===== src/rtl/cic_pass_sequencer.sv =====
// cic_pass_sequencer: time-multiplexes the shared CIC unit over all channels, integrator pass per strobe, comb pass per decimation period
module cic_pass_sequencer #(
  parameter int CHANNELS = 8,
  parameter int DEC_WIDTH = 10,
  parameter int CH_W = $clog2(CHANNELS)
) (
  input  logic                 clk,
  input  logic                 resetn,
  input  logic                 enable,
  input  logic [DEC_WIDTH-1:0] decimation_ratio,
  input  logic                 pdm_strobe,
  input  logic                 overrun_clr,
  output logic                 int_rd_en,
  output logic                 int_wr_en,
  output logic                 comb_rd_en,
  output logic                 comb_wr_en,
  output logic                 out_we,
  output logic [CH_W-1:0]      channel,
  output logic                 frame_done,
  output logic                 busy,
  output logic                 overrun
);
  typedef enum logic [2:0] {S_IDLE, S_INT_RD, S_INT_WR, S_COMB_RD, S_COMB_WR, S_DONE} state_t;
  state_t state, state_d;
  logic [CH_W-1:0] channel_d;
  logic [DEC_WIDTH-1:0] dec_cnt, dec_cnt_d, ratio_q, ratio_d;
  logic overrun_d, last_ch, period_end;
  assign last_ch = channel == CH_W'(CHANNELS - 1);
  assign period_end = dec_cnt == ratio_q - DEC_WIDTH'(1);
  always_comb begin
    state_d = state;
    channel_d = channel;
    dec_cnt_d = dec_cnt;
    ratio_d = ratio_q;
    overrun_d = enable ? (pdm_strobe && state != S_IDLE) || (overrun && !overrun_clr) : overrun;
    if (!enable) begin
      state_d = S_IDLE;
      channel_d = '0;
      dec_cnt_d = '0;
      ratio_d = DEC_WIDTH'(1);
    end else begin
      case (state)
        S_IDLE: if (pdm_strobe) begin
          state_d = S_INT_RD;
          channel_d = '0;
          if (dec_cnt == '0) ratio_d = (decimation_ratio == '0) ? DEC_WIDTH'(1) : decimation_ratio;
        end
        S_INT_RD: state_d = S_INT_WR;
        S_INT_WR: if (!last_ch) begin
          state_d = S_INT_RD;
          channel_d = channel + 1'b1;
        end else begin
          state_d = period_end ? S_COMB_RD : S_IDLE;
          channel_d = '0;
          dec_cnt_d = period_end ? '0 : dec_cnt + 1'b1;
        end
        S_COMB_RD: state_d = S_COMB_WR;
        S_COMB_WR: if (!last_ch) begin
          state_d = S_COMB_RD;
          channel_d = channel + 1'b1;
        end else begin
          state_d = S_DONE;
          channel_d = '0;
        end
        default: state_d = S_IDLE;
      endcase
    end
  end
  always_ff @(posedge clk or negedge resetn) begin
    if (!resetn) begin
      state <= S_IDLE;
      channel <= '0;
      dec_cnt <= '0;
      ratio_q <= DEC_WIDTH'(1);
      overrun <= 1'b0;
    end else begin
      state <= state_d;
      channel <= channel_d;
      dec_cnt <= dec_cnt_d;
      ratio_q <= ratio_d;
      overrun <= overrun_d;
    end
  end
  assign int_rd_en = state == S_INT_RD;
  assign int_wr_en = state == S_INT_WR;
  assign comb_rd_en = state == S_COMB_RD;
  assign comb_wr_en = state == S_COMB_WR;
  assign out_we = state == S_COMB_WR;
  assign frame_done = state == S_DONE;
  assign busy = state != S_IDLE;
endmodule


===== config.mk =====
export PLATFORM = sky130hd
export DESIGN_NAME = cic_pass_sequencer
export DESIGN_NICKNAME = d
export VERILOG_FILES = /design/src/rtl/cic_pass_sequencer.sv
export SDC_FILE = /design/constraint.sdc
export NUM_CORES = 1
export LEC_CHECK = 0
export BUFFER_PORTS_ARGS = -buffer_cell sky130_fd_sc_hd__buf_2
export CAP_MARGIN = 25
export CELL_PAD_IN_SITES_DETAIL_PLACEMENT = 1
export CELL_PAD_IN_SITES_GLOBAL_PLACEMENT = 2
export CORE_MARGIN = 1
export CORE_UTILIZATION = 36
export DETAILED_ROUTE_END_ITERATION = 10
export GPL_TIMING_DRIVEN = 0
export PLACE_DENSITY_LB_ADDON = 0.1
export SLEW_MARGIN = 20
export SYNTH_ARGS = -nofsm -noshare
export SYNTH_HDL_FRONTEND = slang
export SYNTH_SLANG_ARGS = --single-unit
export TNS_END_PERCENT = 50

===== constraint.sdc =====
create_clock -name clk -period 2.9 [get_ports clk]
set_input_delay 0.145 -clock clk [delete_from_list [all_inputs] [get_ports clk]]
set_output_delay 0.145 -clock clk [all_outputs]
set_load 0.05 [all_outputs]

==> metrics.yaml <==
wirelength_um: 4280
report.final.setup_viol: 0
async_flop_share_pct: 100
regArea_um2: 677
synth-edff-count: 0
mostFrequentLayoutCells: "26 x dfrtp_1, 25 x buf_2, 24 x nor2_1"
synth_area_um2: 1780
cts_num_sinks: 27
vias: 1438
cts_tree: "yes"
grt_pass1_wl_um: 7500
die_w_um: 72.3
area_delta_synth_final_pct: 14.8
post_synth.cell_area_avg_um2: 9.83
fp-row-count: 25
ys_warn_count: 0
path_class: "register to register"
drc_errors: 0
run_status: "complete, no violations"
grtUsageTotal_pct: 18.8
hpwl_um: 3380
fin_worst_skew_ns: 0.0102
setup_tns_ns: 0
final_common_cell: "dfrtp_1"
start_util_pct: 37.4
synthFlopType: "dfrtp_1"
grt_max_degree: 28
synthCells: 181
crit_arrival_ns: 2.64
post_cts_buffers: 0
globalplace.congestion: 0.755
power.density_nw_per_um2: 403
crit_path_start_kind: "register"
ir_drop_mv: 0.174
grt_overflow: 0
power.total_uw: 824
die_area_um2: 5230
period_minus_slack_ns: 2.47
yosysSeqAreaShare_pct: 38.0
firstDrtPassIters: 4
tightest_slew_ns: 0.979
routedWlPerCell_um: 15.5
grt_pass1_vias: 1501
multi_input_area_um2: 1020
max_slew_margin_pct: 33.8
hold_class: "input port to register"
drt_first_iter_violations: 33
synth-seq-cells: 27
clock_latency_ns: 0.29
path_clk_slew_ns: 0.11
fp.coreArea_um2: 4750
via_per_inst: 5.19
cp_max_fo: 6
antenna_found_initial: 0
hold_viol_final: 0
slew_violations: 0
yosysUniqueCellTypes: 53
drive_above_1_share_pct: 21.4
final_nets: 231
syn_nets: 201
fill_cells: 569
crit_path_end_kind: "register"
rsz0062_at_grt: "no"
fmax_mhz: 404
worst_ep_required_time_ns: 3.06
die_h_um: 72.3
ant_nets: 0
cts_buffers: 3
clockRootBuffer: "clkbuf_8"
antenna_cells: 0
leakagePower_uw: 0.000929
port_buffers: 24
maxCapViolations: 0
cts_max_level: 1
io_pins: 26
finalCritPeriodShare_pct: 85.3
clk_path_buf_depth: 2
==> kinds of logic after synthesis <==
| group | after synthesis | share of synthesized area (%) |
|---|---|---|
| buffers and inverters | 18 | 4.71 |
| DFF | 27 | 38.0 |
| and+or+nand+nor | 80 | 25.7 |
| AOI/OAI and AO/OA | 24 | 13.3 |
| xor gates and xnor gates | 17 | 8.79 |
| adders and majority gates | 5 | 3.52 |
| muxes | 10 | 5.98 |
==> critical path: stages, from the launching register on <==
cell	delay, ns
dfrtp_1	0.39
ha_1	0.16
ha_1	0.24
nor4bb_1	0.81
nand3_1	0.21
nor2_1	0.23
nand3_1	0.12
xor2_1	0.15
nor2_1	0.05
==> synthesized netlist by cell type, drive strengths merged, types with 3 or more instances <==
cell type | count | share of area [%]
dfrtp | 26 | 37
nor3b | 5 | 2.1
nor2 | 25 | 5.7
inv | 9 | 1.9
nor4 | 5 | 2.6
or3 | 3 | 1.1
nand4 | 4 | 2.3
mux2i | 8 | 4.5
a22o | 4 | 2.0
buf | 4 | 1.8
nor3 | 7 | 2.0
xnor2 | 10 | 5.3
xor2 | 7 | 3.4
nor2b | 3 | 1.1
clkbuf | 5 | 1.1
a21oi | 3 | 0.84
nand3 | 5 | 1.4
ha | 5 | 3.5
nand2 | 12 | 2.7
==> through the flow <==
step	area (um2)	std cells	hold slack, ns	utilization (%)	setup WS, ns
after floorplan	1780	181	-0.151	-	0.371
after global placement	1980	272	0.200	41.7	0.472
after detailed placement	1980	272	0.209	41.7	0.449
after CTS	2040	277	0.0776	42.9	0.422
after global routing	2040	277	0.0805	42.9	0.230
final	2040	277	0.0758	42.9	0.426
==> power by group <==
part / total [uW] / switching [uW] / internal, uW
combinational: 183 / 113 / 69.9
clock: 232 / 134 / 98.0
sequential: 409 / 17.7 / 391
total: 824 / 265 / 559
==> routing by layer <==
| layer | wire length [um] | part of all wire (%) | up-vias | track usage [%] |
|---|---|---|---|---|
| met2 | 2070 | 48 | 30 | 32.2 |
| met5 | 0 | 0 | - | 0 |
| met1 | 2060 | 48 | 706 | 25.1 |
| met4 | 53 | 1.2 | 0 | 5.23 |
| li1 | - | - | 697 | - |
| met3 | 98 | 2.3 | 5 | 2.08 |
==> final cells by class <==
class,count,share of cell area (%)
tap,67,4.11
multi-input combinational,136,49.9
inverter,9,1.65
clock buffer,3,2.02
timing repair buffer,25,6.37
clock inverter,1,0.368
sequential,27,33.1
buffer,9,2.45
==> registers in the layout (all words and copies together), names as in the netlist <==
| name | cells |
|---|---|
| state | 3 |
| channel | 3 |
| dec_cnt | 10 |
| overrun | 1 |
| ratio_q | 10 |
==> final timing paths <==
check                                  end  slack [ns]                 from  cells past startpoint
worst max register to register  dec_cnt[9]        0.43           channel[1]                      8
worst min-delay path            ratio_q[0]        0.08  decimation_ratio[0]                      3
min in group asynchronous       dec_cnt[5]        0.40               resetn                      2
worst max-delay path            dec_cnt[9]        0.43           channel[1]                      8
worst min register to register     overrun        0.49              overrun                      1
max in group asynchronous       ratio_q[2]        2.08               resetn                      2
==> repair_timing <==
action                                 in CTS  in global routing
hold buffers                                1                  0
setup endpoints to repair                   0                  0
gates resized for setup                     0                  0
endpoints found under the hold margin      26                  0
No activity file was read; power rests on OpenSTA's default activity.
